## src/rtl/instr_fetch.sv

```systemverilog
// Fetch stage: owns the PC, addresses the instruction ROM and fills the IF/ID register.
// Optional performance counters are built when FETCH_PERF_CNT_EN is defined.
module instr_fetch #(
    parameter int unsigned XLEN     = 32,
    parameter int unsigned ROM_AW   = 8,
    parameter logic [XLEN-1:0] RESET_PC = 32'h0000_0000
) (
    input  logic              clk,
    input  logic              rst,
    output logic [ROM_AW-1:0] rom_addr,
    input  logic [XLEN-1:0]   rom_data,
    input  logic              redirect_valid,
    input  logic [XLEN-1:0]   redirect_pc,
    output logic              out_valid,
    input  logic              out_ready,
    output logic [XLEN-1:0]   out_instr,
    output logic [XLEN-1:0]   out_pc,
    output logic [XLEN-1:0]   out_pc_plus4,
    output logic              fault,
    output logic [XLEN-1:0]   fault_pc
`ifdef FETCH_PERF_CNT_EN
    ,
    output logic [31:0]       perf_fetched,
    output logic [31:0]       perf_bubbles
`endif
);

    localparam logic [XLEN-1:0] NOP  = XLEN'(32'h0000_0013);
    localparam logic [XLEN-1:0] FOUR = XLEN'(4);

    typedef enum logic {
        ST_RUN  = 1'b0,
        ST_HALT = 1'b1
    } state_e;

    state_e            state_q, state_d;
    logic [XLEN-1:0]   pc_q, pc_d;
    logic              out_valid_q, out_valid_d;
    logic [XLEN-1:0]   out_instr_q, out_instr_d;
    logic [XLEN-1:0]   out_pc_q, out_pc_d;
    logic [XLEN-1:0]   out_pc_plus4_q, out_pc_plus4_d;
    logic              fault_q, fault_d;
    logic [XLEN-1:0]   fault_pc_q, fault_pc_d;

    assign rom_addr     = pc_q[ROM_AW+1:2];
    assign out_valid    = out_valid_q;
    assign out_instr    = out_instr_q;
    assign out_pc       = out_pc_q;
    assign out_pc_plus4 = out_pc_plus4_q;
    assign fault        = fault_q;
    assign fault_pc     = fault_pc_q;

    // Next-state: misaligned redirect > aligned redirect > advance > stall.
    always_comb begin
        state_d        = state_q;
        pc_d           = pc_q;
        out_valid_d    = out_valid_q;
        out_instr_d    = out_instr_q;
        out_pc_d       = out_pc_q;
        out_pc_plus4_d = out_pc_plus4_q;
        fault_d        = fault_q;
        fault_pc_d     = fault_pc_q;

        if (state_q == ST_HALT) begin
            out_valid_d = 1'b0;
            fault_d     = 1'b1;
        end else if (redirect_valid && (redirect_pc[1:0] != 2'b00)) begin
            state_d     = ST_HALT;
            fault_d     = 1'b1;
            fault_pc_d  = redirect_pc;
            out_valid_d = 1'b0;
        end else if (redirect_valid) begin
            // The ROM word fetched this cycle is wrong-path and is dropped.
            pc_d        = redirect_pc;
            out_valid_d = 1'b0;
            out_instr_d = NOP;
        end else if (!out_valid_q || out_ready) begin
            out_instr_d    = rom_data;
            out_pc_d       = pc_q;
            out_pc_plus4_d = pc_q + FOUR;
            out_valid_d    = 1'b1;
            pc_d           = pc_q + FOUR;
        end
    end

    always_ff @(posedge clk) begin
        if (rst) begin
            state_q        <= ST_RUN;
            pc_q           <= RESET_PC;
            out_valid_q    <= 1'b0;
            out_instr_q    <= NOP;
            out_pc_q       <= '0;
            out_pc_plus4_q <= '0;
            fault_q        <= 1'b0;
            fault_pc_q     <= '0;
        end else begin
            state_q        <= state_d;
            pc_q           <= pc_d;
            out_valid_q    <= out_valid_d;
            out_instr_q    <= out_instr_d;
            out_pc_q       <= out_pc_d;
            out_pc_plus4_q <= out_pc_plus4_d;
            fault_q        <= fault_d;
            fault_pc_q     <= fault_pc_d;
        end
    end

`ifdef FETCH_PERF_CNT_EN
    logic [31:0] perf_fetched_q, perf_fetched_d;
    logic [31:0] perf_bubbles_q, perf_bubbles_d;
    logic        first_q, first_d;

    assign perf_fetched = perf_fetched_q;
    assign perf_bubbles = perf_bubbles_q;

    // Saturating counters; the empty first RUN cycle after reset is not a bubble.
    always_comb begin
        perf_fetched_d = perf_fetched_q;
        perf_bubbles_d = perf_bubbles_q;
        first_d        = first_q;
        if (out_valid_q && out_ready && (perf_fetched_q != 32'hFFFF_FFFF))
            perf_fetched_d = perf_fetched_q + 32'd1;
        if (state_q == ST_RUN) begin
            first_d = 1'b0;
            if (!out_valid_q && !first_q && (perf_bubbles_q != 32'hFFFF_FFFF))
                perf_bubbles_d = perf_bubbles_q + 32'd1;
        end
    end

    always_ff @(posedge clk) begin
        if (rst) begin
            perf_fetched_q <= '0;
            perf_bubbles_q <= '0;
            first_q        <= 1'b1;
        end else begin
            perf_fetched_q <= perf_fetched_d;
            perf_bubbles_q <= perf_bubbles_d;
            first_q        <= first_d;
        end
    end
`endif

endmodule

```

## config.mk

```make
export PLATFORM = sky130hd
export DESIGN_NAME = instr_fetch
export DESIGN_NICKNAME = d
export VERILOG_FILES = /design/src/rtl/instr_fetch.sv
export SDC_FILE = /design/constraint.sdc
export NUM_CORES = 1
export LEC_CHECK = 0
export CAP_MARGIN = 20
export CORE_MARGIN = 5
export CORE_UTILIZATION = 55
export DETAILED_ROUTE_END_ITERATION = 6
export DONT_BUFFER_PORTS = 1
export PLACE_DENSITY = 0.77
export REMOVE_ABC_BUFFERS = 1
export SLEW_MARGIN = 5
export SYNTH_ARGS = -nofsm -noshare
export SYNTH_HDL_FRONTEND = slang
export SYNTH_SLANG_ARGS = --single-unit
```

## constraint.sdc

```tcl
create_clock -name clk -period 3 [get_ports clk]
set_input_delay 0.9 -clock clk [delete_from_list [all_inputs] [get_ports clk]]
set_output_delay 0.9 -clock clk [all_outputs]
set_load 0.03 [all_outputs]
```

==> run_results.csv <==
group,metric,value,unit
status,outcome,"complete, no violations",
global_route,antenna_found_initial,0,
worst_setup_path,critPathLaunchType,"flip-flop",
clock_network,clock-sinks,161,
place,place_congestion,0.828,
synthesis,netlist_area,6620,um2
final_layout,area_growth,9.29,%
sta,min_period,2.38,ns
drt,first_iter_violations,419,
clock_network,insertion_delay,0.42,ns
sta,max-slew-margin-rel,0.478,
clock_network,clk_path_buf_depth,2,
drt,drt_first_pass_iters,5,
drt,drt-met1-wl,6980,um
sta,fmax,419,MHz
synthesis,synth.distinct_cells,55,
drt,vias,5712,
synthesis,ys_seq_area_frac,0.487,
sta,finalSetupViolations,0,
final_layout,fin_cells,930,
drt,wl_met2,8800,um
synthesis,synth_seq_cells,161,
sta,slew_viol_final,0,
sta,finalHoldViolCount,0,
global_route,grt_first_pass_wirelength,29100,um
floorplan,die_area,14300,um2
power,vdd_ir_drop_max,0.405,mV
clock_network,postCtsSetupBuffers,0,
floorplan,die_y,120,um
sta,skew,0.00786,ns
sta,finalCritPeriodShare,0.795,
power,total_leakage_power,2.55,nW
place,post-place-cells,898,
worst_setup_path,worstPathRequired,3.34,ns
clock_network,cts_resized,0,
sta,timing_worst_slew_pin_value,0.779,ns
sta,rsz0062_at_grt,"no",
synthesis,yosysWarnings,0,
worst_setup_path,cp_slowest_stage_delay,0.70,ns
clock_network,cts-htree-levels,4,
worst_setup_path,end_kind,"flip-flop",
place,pre_cts_slack,0.537,ns
clock_network,cts_root_buf,"clkbuf_16",
final_layout,drive_gt1_frac,0.0881,
floorplan,rows,40,
synthesis,synth-async-reset-ratio,0,
drt,wirelength,18300,um
global_route,overflow,0,
job,max_cap_viol_count,0,
power,power.internal,3.71,mW
floorplan,ioPinCount,206,
floorplan,start_util,0.555,
clock_network,tritoncts,"done",
clock_network,cts_buffers,17,
place,io_buffers,0,
drt,viasPerCell,6.14,
global_route,track_usage,0.253,
synthesis,ys.flop_type,"dfxtp_1",
power,p_comb_frac,0.083,
synthesis,synth_edf_count,0,
drt,wl_met3,2260,um
final_layout,fin_nets,839,
power,seqPwrFrac,0.505,
worst_setup_path,arrival,2.73,ns
place,dp_hpwl,12300,um
sta,fin_hold_ws,0.477,ns
drt,routedWlPerCell,19.6,um
power,sw_frac_of_total,0.272,
power,p_clk_frac,0.413,
worst_setup_path,worstPathCellList,"nand4_2, nor3_2, nand3_1, or3_1, a31oi_1",
power,switchingPower,1.38,mW
synthesis,synthCells,809,
drt,highest_layer,"met4",
worst_setup_path,critPathSlowestCell,"nor3_2",
floorplan,core_area,11900,um2
global_route,grt_max_degree,134,
worst_setup_path,r2r_slack,0.62,ns
worst_hold_path,min_path_type,"flip-flop to flip-flop",
synthesis,syn_area_per_cell,8.18,um2
final_layout,finish.utilization,0.607,
drt,drc,0,
sta,setup_ws,0.615,ns
global_route,grt_pass1_vias,5594,
floorplan,dieWidth,120,um
power,power.density,704,nW/um2
worst_setup_path,crit_type,"flip-flop to flip-flop",
drt,detail-route-antenna-nets,0,
clock_network,path_clk_slew,0.06,ns
clock_network,cts_hold_buf,0,
worst_setup_path,crit_fanout,12,
final_layout,antennaDiodeCount,0,
## layer usage
layer  track usage  vias up
met5             0        -
met4        0.0931        0
met3         0.112       20
met2         0.415      304
met1         0.293     2668
li1              -     2720
## flip-flops by register name, indices dropped and copies added, names as in the netlist
register,count
fault,1
fault_pc,32
out_instr,32
out_pc,32
out_pc_plus4,30
out_valid,1
pc_q,32
state_q,1
## cell type report
class / count / area, um2
clock buffer: 22 / 474
clock inverter: 10 / 109
tap: 147 / 184
sequential: 161 / 3220
inverter: 4 / 15.0
timing repair buffer: 23 / 198
multi-input combinational: 563 / 3030
fill: 1055 / 4680
## worst paths after layout
check,from,end,cells past startpoint
hold / removal,pc_q[0],out_pc[0],2
setup / recovery,pc_q[10],pc_q[27],5
setup reg to reg,pc_q[10],pc_q[27],5
hold reg to reg,pc_q[0],out_pc[0],2
## cell usage after synthesis, types with 2 or more instances
cell,number,area (um2)
a31oi_1,11,68.8
a21oi_1,102,510
o22ai_1,3,18.8
buf_4,11,82.6
nand2b_1,2,12.5
a22oi_1,32,240
o21bai_1,3,22.5
xor2_1,16,140
o41ai_1,2,17.5
inv_1,4,15.0
and3_1,12,75.1
a22o_1,3,26.3
a311o_1,2,20.0
and2_1,5,31.3
a311oi_1,3,26.3
or3_1,5,31.3
nand3_1,21,105
buf_2,18,90.1
nor2_1,68,255
o21ai_0,36,180
clkbuf_1,50,188
o21a_1,2,15.0
nand4_2,2,25.0
nand2_1,156,586
xnor2_1,9,78.8
nor3_1,11,55.1
nand4_1,8,50.1
o31ai_1,5,37.5
nor4_1,3,18.8
dfxtp_1,161,3220
or2_2,3,18.8
o21ai_1,2,10.0
a32o_1,5,50.1
a211oi_1,12,90.1
## layout by cell type, fill, tap and decap left out, drive strengths merged, types with 6 or more instances in the layout
| master | synthesis | layout |
|---|---|---|
| clkbuf | 51 | 22 |
| xor2 | 16 | 16 |
| nor3 | 12 | 12 |
| a22oi | 32 | 32 |
| dfxtp | 161 | 161 |
| and3 | 12 | 12 |
| nand4 | 10 | 10 |
| nand3 | 23 | 23 |
| a31oi | 11 | 11 |
| nand2 | 156 | 156 |
| o21ai | 38 | 38 |
| xnor2 | 9 | 9 |
| a21oi | 102 | 102 |
| nor2 | 69 | 69 |
| buf | 30 | 23 |
| clkinv | 0 | 6 |
| a211oi | 12 | 12 |
## critical path: cells and delay by family (launching register included)
family           cells  cell delay (ns)
flip-flops           1             0.50
AND/OR/NAND/NOR      4             1.64
AO/OA/AOI/OAI        1             0.17
## cell families (layout without fill, tap and decap cells)
kind of cell | count (synthesis) | count (layout) | share of synthesized area
multiplexers | 1 | 1 | 0.00151
adder cells (fa/ha/maj) | 1 | 1 | 0.00189
buffers and inverters | 85 | 59 | 0.0581
AO/OA/AOI/OAI | 227 | 227 | 0.207
flip-flops | 161 | 161 | 0.487
XOR/XNOR | 25 | 25 | 0.0331
AND/OR/NAND/NOR | 309 | 309 | 0.211
## through the flow
step / TNS [ns] / instance area [um2] / power [mW]
floorplan: -361.71 / 6250 / 2.88
global placement: 0 / 6650 / 3.01
detailed placement: 0 / 6650 / 3.03
CTS: 0 / 7230 / 5.13
global route: 0 / 7230 / 5.30
finish: 0 / 7230 / 5.09
## power groups by stage
stage	Sequential [mW]	Combinational (mW)	Clock (mW)
6_report	2.57	0.420	2.10
5_1_grt	2.59	0.473	2.25
4_1_cts	2.57	0.422	2.14
3_5_place_dp	2.61	0.419	0
3_3_place_gp	2.61	0.397	0
2_1_floorplan	2.60	0.275	0
No activity file was read; power rests on OpenSTA's default activity.
